<file path="config.mk">
export PLATFORM = sky130hd
export DESIGN_NAME = ste_peak_meter
export DESIGN_NICKNAME = d
export VERILOG_FILES = /design/src/rtl/ste_peak_meter.sv
export SDC_FILE = /design/constraint.sdc
export NUM_CORES = 1
export LEC_CHECK = 0
export CAP_MARGIN = 30
export CORE_MARGIN = 3
export CORE_UTILIZATION = 52
export CTS_CLUSTER_DIAMETER = 40
export CTS_CLUSTER_SIZE = 12
export DETAILED_ROUTE_END_ITERATION = 10
export HOLD_SLACK_MARGIN = 0.15
export PLACE_DENSITY_LB_ADDON = 0.1
export SYNTH_ARGS = -nofsm -noshare
export SYNTH_HDL_FRONTEND = slang
export SYNTH_SLANG_ARGS = --single-unit
</file>
<file path="constraint.sdc">
create_clock -name clk -period 6.5 [get_ports clk]
set_clock_uncertainty 0.1 [all_clocks]
set_input_delay 1.95 -clock clk [delete_from_list [all_inputs] [get_ports clk]]
set_output_delay 1.95 -clock clk [all_outputs]
set_load 0.01 [all_outputs]
</file>
<file path="src/rtl/ste_peak_meter.sv">
// Peak-hold level meter: windowed peak detection, scaling to a level code,
// then hold/linear-decay shaping with a registered level and update strobe.
module ste_peak_meter #(
  parameter int DATA_W     = 12,
  parameter int OUT_W      = 4,
  parameter int WIN_LEN    = 1024,
  parameter int HOLD_WIN   = 4,
  parameter int DECAY_STEP = 1
) (
  input  logic              clk,
  input  logic              rst,
  input  logic [DATA_W-1:0] sample_i,
  input  logic              sample_valid_i,
  input  logic              clr_i,
  output logic [OUT_W-1:0]  level_o,
  output logic              level_update_o
);

  localparam int CNT_W  = (WIN_LEN > 1) ? $clog2(WIN_LEN) : 1;
  localparam int HOLD_W = (HOLD_WIN > 0) ? $clog2(HOLD_WIN + 1) : 1;

  localparam logic [CNT_W-1:0]  LAST_CNT  = CNT_W'(WIN_LEN - 1);
  localparam logic [HOLD_W-1:0] HOLD_INIT = HOLD_W'(HOLD_WIN);
  localparam logic [OUT_W:0]    STEP      = (OUT_W + 1)'(DECAY_STEP);

  typedef enum logic {
    ST_HOLD  = 1'b0,
    ST_DECAY = 1'b1
  } state_t;

  logic [DATA_W-1:0] win_max_r;
  logic [CNT_W-1:0]  smp_cnt_r;
  logic [OUT_W-1:0]  disp_r;
  logic [HOLD_W-1:0] hold_cnt_r;
  state_t            state_r;
  logic [OUT_W-1:0]  level_r;
  logic              update_r;

  logic              accept_s;
  logic              close_s;
  logic [DATA_W-1:0] peak_s;
  logic [OUT_W-1:0]  lvl_s;
  logic [OUT_W:0]    dec_s;
  logic [OUT_W-1:0]  floor_s;
  logic [OUT_W-1:0]  next_disp_s;
  logic [HOLD_W-1:0] next_hold_s;
  state_t            next_state_s;

  assign accept_s = sample_valid_i & ~clr_i;
  assign close_s  = accept_s & (smp_cnt_r == LAST_CNT);

  // Peak of the window including the current sample, and the hold/decay decision at close.
  always_comb begin
    peak_s       = (sample_i > win_max_r) ? sample_i : win_max_r;
    lvl_s        = peak_s[DATA_W-1 -: OUT_W];
    // Borrow out of the extra top bit means the decay went below zero.
    dec_s        = {1'b0, disp_r} - STEP;
    next_disp_s  = disp_r;
    next_hold_s  = hold_cnt_r;
    next_state_s = state_r;
    if (dec_s[OUT_W]) begin
      floor_s = '0;
    end else begin
      floor_s = dec_s[OUT_W-1:0];
    end
    if (lvl_s >= disp_r) begin
      next_disp_s  = lvl_s;
      next_hold_s  = HOLD_INIT;
      next_state_s = ST_HOLD;
    end else if ((state_r == ST_HOLD) && (hold_cnt_r != '0)) begin
      next_hold_s  = hold_cnt_r - HOLD_W'(1);
      next_state_s = ST_HOLD;
    end else begin
      next_state_s = ST_DECAY;
      next_disp_s  = (lvl_s > floor_s) ? lvl_s : floor_s;
    end
  end

  // Window accumulation, meter state and registered outputs.
  always_ff @(posedge clk or posedge rst) begin
    if (rst) begin
      win_max_r  <= '0;
      smp_cnt_r  <= '0;
      disp_r     <= '0;
      hold_cnt_r <= '0;
      state_r    <= ST_HOLD;
      level_r    <= '0;
      update_r   <= 1'b0;
    end else if (clr_i) begin
      win_max_r  <= '0;
      smp_cnt_r  <= '0;
      disp_r     <= '0;
      hold_cnt_r <= '0;
      state_r    <= ST_HOLD;
      level_r    <= '0;
      update_r   <= 1'b0;
    end else begin
      update_r <= 1'b0;
      if (close_s) begin
        win_max_r  <= '0;
        smp_cnt_r  <= '0;
        disp_r     <= next_disp_s;
        hold_cnt_r <= next_hold_s;
        state_r    <= next_state_s;
        level_r    <= next_disp_s;
        update_r   <= 1'b1;
      end else if (accept_s) begin
        win_max_r <= peak_s;
        smp_cnt_r <= smp_cnt_r + CNT_W'(1);
      end else begin
        win_max_r <= win_max_r;
        smp_cnt_r <= smp_cnt_r;
      end
    end
  end

  assign level_o        = level_r;
  assign level_update_o = update_r;

endmodule

</file>
* Yosys cells after proc, flatten, opt, wreduce, memory -nomap -nowiden
Cells that the tools add are included.
** Cells by class
- Add/sub/neg operators :: 3
- Order comparisons :: 3
- Equality and inequality tests :: 2
- Muxes and demuxes :: 23
- Bitwise logic cells :: 4
- Reduce and logical (&&, ||, !) cells :: 9
** Operator list (count)
- 2-to-1 mux 12 bit :: 4
- 2-to-1 mux 10 bit :: 3
- 2-to-1 mux 4 bit :: 6
- > comparator 12 bit :: 1
- 2-to-1 mux 3 bit :: 4
- nonzero test 3 bit :: 4
- adder 10 x 1 -> 10 bit, second input constant :: 1
- equality test 10 bit, second input constant :: 1
- 2-to-1 mux 1 bit :: 6
- AND reduction 2 bit :: 3
- subtractor 4 x 1 -> 5 bit, second input constant :: 1
- greater-or-equal comparator 4 bit :: 1
- > comparator 4 bit :: 1
- inequality test 4 bit, second input constant :: 1
- subtractor 3 x 1 -> 3 bit, second input constant :: 1
- bitwise AND 1 bit :: 2
- NOT 1 bit :: 2
- nonzero test 2 bit :: 1
- logical AND 1 bit :: 1
** Word-level totals
- Register bits :: 31

* Longest topological paths before layout
- Depth in word-level cells :: 8
- Depth in mapped cells :: 15
- Mapped depth without buffers :: 15

* Worst setup path after synthesis
Ideal clock, no wire load.
- Kind :: input -> register
- Start :: in sample_i[10]
- End :: reg level_r[1], in the netlist level_o[1]
- Data arrival time :: 4615 ps
- Data required time :: 6260 ps
- Setup slack :: 1645 ps
- Stages on the path :: 12
- Path buffers :: 0
- Cells stage by stage :: ha_1 -> and4_1 -> nand4_1 -> a21o_1 -> a31oi_2 -> mux2i_1 -> ha_1 -> o21ai_0 -> a21oi_4 -> a21oi_1 -> nand2b_1 -> o221ai_1
** Between the ends
- Word-level cells in the longest chain between the ends :: 8
- Elaborated cells between the ends (all ways) :: 11
- Those cells by class :: order compare (3); eq/ne (1); mux (6); reduce/logical (1)
** RTL lines
- start, declared :: RTL line 12 : input logic [DATA_W-1:0] sample_i,
- > comparator 12 bit :: RTL line 54 : peak_s = (sample_i > win_max_r) ? sample_i : win_max_r;
- 2-to-1 mux 12 bit * :: RTL line 54
- > comparator 4 bit :: RTL line 75 : next_disp_s = (lvl_s > floor_s) ? lvl_s : floor_s;
- 2-to-1 mux 4 bit :: RTL line 75
- 2-to-1 mux 4 bit :: RTL line 70 : end else if ((state_r == ST_HOLD) && (hold_cnt_r != '0)) begin
- 2-to-1 mux 4 bit :: RTL line 66 : if (lvl_s >= disp_r) begin
- 2-to-1 mux 4 bit :: RTL line 99 : if (close_s) begin
- 2-to-1 mux 4 bit :: RTL line 89 : end else if (clr_i) begin
- end signal, assigned :: RTL line 105 : level_r <= next_disp_s;
- end, declared :: RTL line 36 : logic [OUT_W-1:0] level_r;
Mark *: on every way between the ends. The rest lies on a longest branch, timed or not. The select of a mux whose other input is x is not followed.
A chain may end at the register's enable or synchronous reset.

* Worst setup path after layout
- Start :: in sample_i[11]
- End :: reg level_r[2], in the netlist level_o[2]
Same word-level chain as after synthesis.

==> flow_summary.toml <==
[critical_path]
crit_path_max_fanout = 6
cp-start-kind = "input pin"
cp.buffers_inverters = 1
cp-end-kind = "flip-flop"
arrival_ns = 5.54
max_stage_delay_ns = 0.47
critical_path.top_delay_family = "compound AO/OA/AOI/OAI gates"
crit_chain = "clkdlybuf4s50_1 -> ha_1 -> and4_1 -> nand4_1 -> a21o_1 -> a31oi_2 -> mux2i_1 -> ha_1 -> o21ai_0 -> a21oi_4 -> a21oi_1 -> nand2b_1 -> o221ai_1"
cpMaxStageDelayCell = "mux2i_1"
worst_ep_required_time_ns = 6.54
r2r.worst_path.cells = 13
critPathKind = "in2reg"
cp.depth = 13
worst_path_most_repeated_cell = "ha_1"

[pwr]
pwr-share-seq_pct = 43.1
p_switching_mw = 0.124
clockPowerShare_pct = 38.4
combPwrFrac_pct = 18.5
p_per_area_nw_per_um2 = 200
power.internal_mw = 0.350
p_leak_nw = 1.03
switching_share_pct = 26.1
ir_drop_v = 0.000129

[route]
vias = 1623
drt-initial-drc-count = 111
post_drt_wl_per_cell_um = 14.5
dr.pass1.iters = 4
drc = 0
wl_um = 4140
postRouteAntennaNets = 0
vias_per_cell = 5.67

[outcome]
outcome = "finished clean"

[die]
start_util_pct = 54.7
core_area_um2 = 3690
design.die.area_um2 = 4670
rows = 22
die_x_um = 68.3
pin_count = 21
die_h_um = 68.3

[min_path]
whs_path_depth = 1
hp-class = "reg2reg"

[logic_synthesis]
syn_inst = 214
seq_area_frac_synth_pct = 38.4
yosys_warnings = 0
synthDominantCellAreaShare_pct = 38.4
synth_ff_type = "dfrtp_1"
ys_ff_latch = 31
netlist_area_um2 = 2020
synth.area.top_cells = "dfrtp_1 (38%), ha_1 (15%), inv_1 (4.8%)"
yosys.cell_count.top_type = "dfrtp_1"
synth_top_area_cell = "dfrtp_1"
ys_types = 44
syn_area_per_cell_um2 = 9.44
mappedNetlistNets = 254
synthTopCellsByCount = "dfrtp_1 (31), inv_1 (26), ha_1 (24)"
synth_enable_flop_cells = 0
postSynth.asyncResetShare_pct = 100

[clock_tree]
clock-sinks = 31
clk_path_buf_depth = 2
insertion_delay_ns = 0.28
cts_buffers = 5
cts_tree = "yes"
htree_levels = 2
hold_buffers = 0
cts_resized = 0
cts_root_buffer = "clkbuf_8"
clkSlewWorstSetupHoldPaths_ns = 0.07
cts_setup_buffers = 0

[timing]
setup_viol = 0
holdWs_ns = 0.405
slew-limit-headroom_pct = 53.1
tns_ns = 0
hold_viol_final = 0
min_period_ns = 5.50
rsz0062_at_grt = "no"
fmax_mhz = 182
drv_slew = 0
fin_crit_sh_pct = 84.6
tightest_slew_ns = 0.696

[cells_and_area]
fillers = 328
num-nets-final = 278
final_cells = 286
multiInputGateArea_um2 = 1110
antenna_cells = 0
area_growth_pct = 17.2
drive_gt1_share_pct = 7.14
ff_latch_area_um2 = 776

[placed_design]
port_buffers = 20
gp_congestion = 1.01
hpwl_um = 3170
dp_cells = 279

[global_route]
grt_remaining_overflow = 0
grt_pass1_vias = 1633
grt_pass1_wl_um = 7410
grt_max_degree = 32
antenna_found_initial = 0
grt_use_total_pct = 21.1

[job]
cap_violations = 0
## worst paths after layout
check	from	end	slack, ns
max	sample_i[11]	level_o[2]$_DFFE_PP0P_	1.00
max in group asynchronous	rst	smp_cnt_r[1]$_DFFE_PP0P_	4.05
max reg2reg	win_max_r[10]$_DFFE_PP0P_	level_o[2]$_DFFE_PP0P_	2.70
min	win_max_r[7]$_DFFE_PP0P_	win_max_r[7]$_DFFE_PP0P_	0.41
min in group asynchronous	rst	win_max_r[7]$_DFFE_PP0P_	1.96
min reg2reg	win_max_r[7]$_DFFE_PP0P_	win_max_r[7]$_DFFE_PP0P_	0.41
## layer usage
layer  part of all wire (%)  vias up  track usage (%)  wire [um]
li1                       -      807                -          -
met1                     48      772             29.5       2000
met2                     46       40             32.1       1910
met3                    4.8        4             5.42        200
met4                   0.51        0             5.71         21
met5                      0        -                0          0
## sequential cells by signal, indices dropped and copies added, names as in the netlist
signal,cells
win_max_r,12
smp_cnt_r,10
level_o,4
hold_cnt_r,3
level_update_o,1
state_r,1
## area by class of cell
cell class	instances	share of cell area, %
flip-flops and latches	31	32.8
clock buffers	6	3.07
clock inverters	1	1.27
well taps	48	2.54
inverters	27	4.49
repair buffers	21	8.78
multi-input cells	152	47.1
## power by group through the flow
stage | Sequential [mW] | Clock, mW | Combinational [mW]
final | 0.204 | 0.182 | 0.0879
after CTS | 0.204 | 0.186 | 0.0883
after global routing | 0.205 | 0.197 | 0.100
after global placement | 0.207 | 0 | 0.0848
after floorplan | 0.206 | 0 | 0.0617
after detailed placement | 0.207 | 0 | 0.0876
## metrics by stage
step                cell area, um^2  setup WS [ns]  power, mW  utilization, %
global placement               2260          0.869      0.292            61.4
finish                         2370           1.00      0.474            64.1
global route                   2370          0.776      0.502            64.1
detailed placement             2260          0.743      0.295            61.4
floorplan                      2020           1.64      0.268               -
CTS                            2370           1.03      0.478            64.1
## cell usage in the layout, fill, tap and decap left out, types with 2 or more instances in the layout
| cell type | netlist | final |
|---|---|---|
| nor3_1 | 4 | 4 |
| or3_1 | 2 | 2 |
| xor2_1 | 5 | 5 |
| nand3_1 | 10 | 10 |
| ha_1 | 24 | 24 |
| nand2_1 | 15 | 15 |
| and2_1 | 2 | 2 |
| o21ai_0 | 7 | 7 |
| nor2_1 | 17 | 17 |
| a21oi_2 | 2 | 2 |
| a21oi_1 | 13 | 13 |
| dfrtp_1 | 31 | 31 |
| clkdlybuf4s50_1 | 0 | 20 |
| a21o_1 | 3 | 3 |
| o21ai_1 | 3 | 3 |
| nand4_1 | 5 | 5 |
| o211ai_1 | 3 | 3 |
| inv_1 | 26 | 26 |
| o21a_1 | 2 | 2 |
| xnor2_1 | 2 | 2 |
| nor2b_1 | 3 | 3 |
| clkbuf_8 | 0 | 5 |
| mux2i_1 | 3 | 3 |
| o221ai_1 | 2 | 2 |
| a22o_1 | 9 | 9 |
## cell families after synthesis
group / after synthesis / synth area share, %
xor gates and xnor gates: 7 / 3.04
buffers and inverters: 31 / 6.44
muxes: 4 / 2.04
DFF: 31 / 38.4
adders and majority gates: 24 / 14.9
AOI/OAI and AO/OA: 52 / 18.8
and+or+nand+nor: 65 / 16.4
Note: power is estimated with default switching activity, not from simulation.
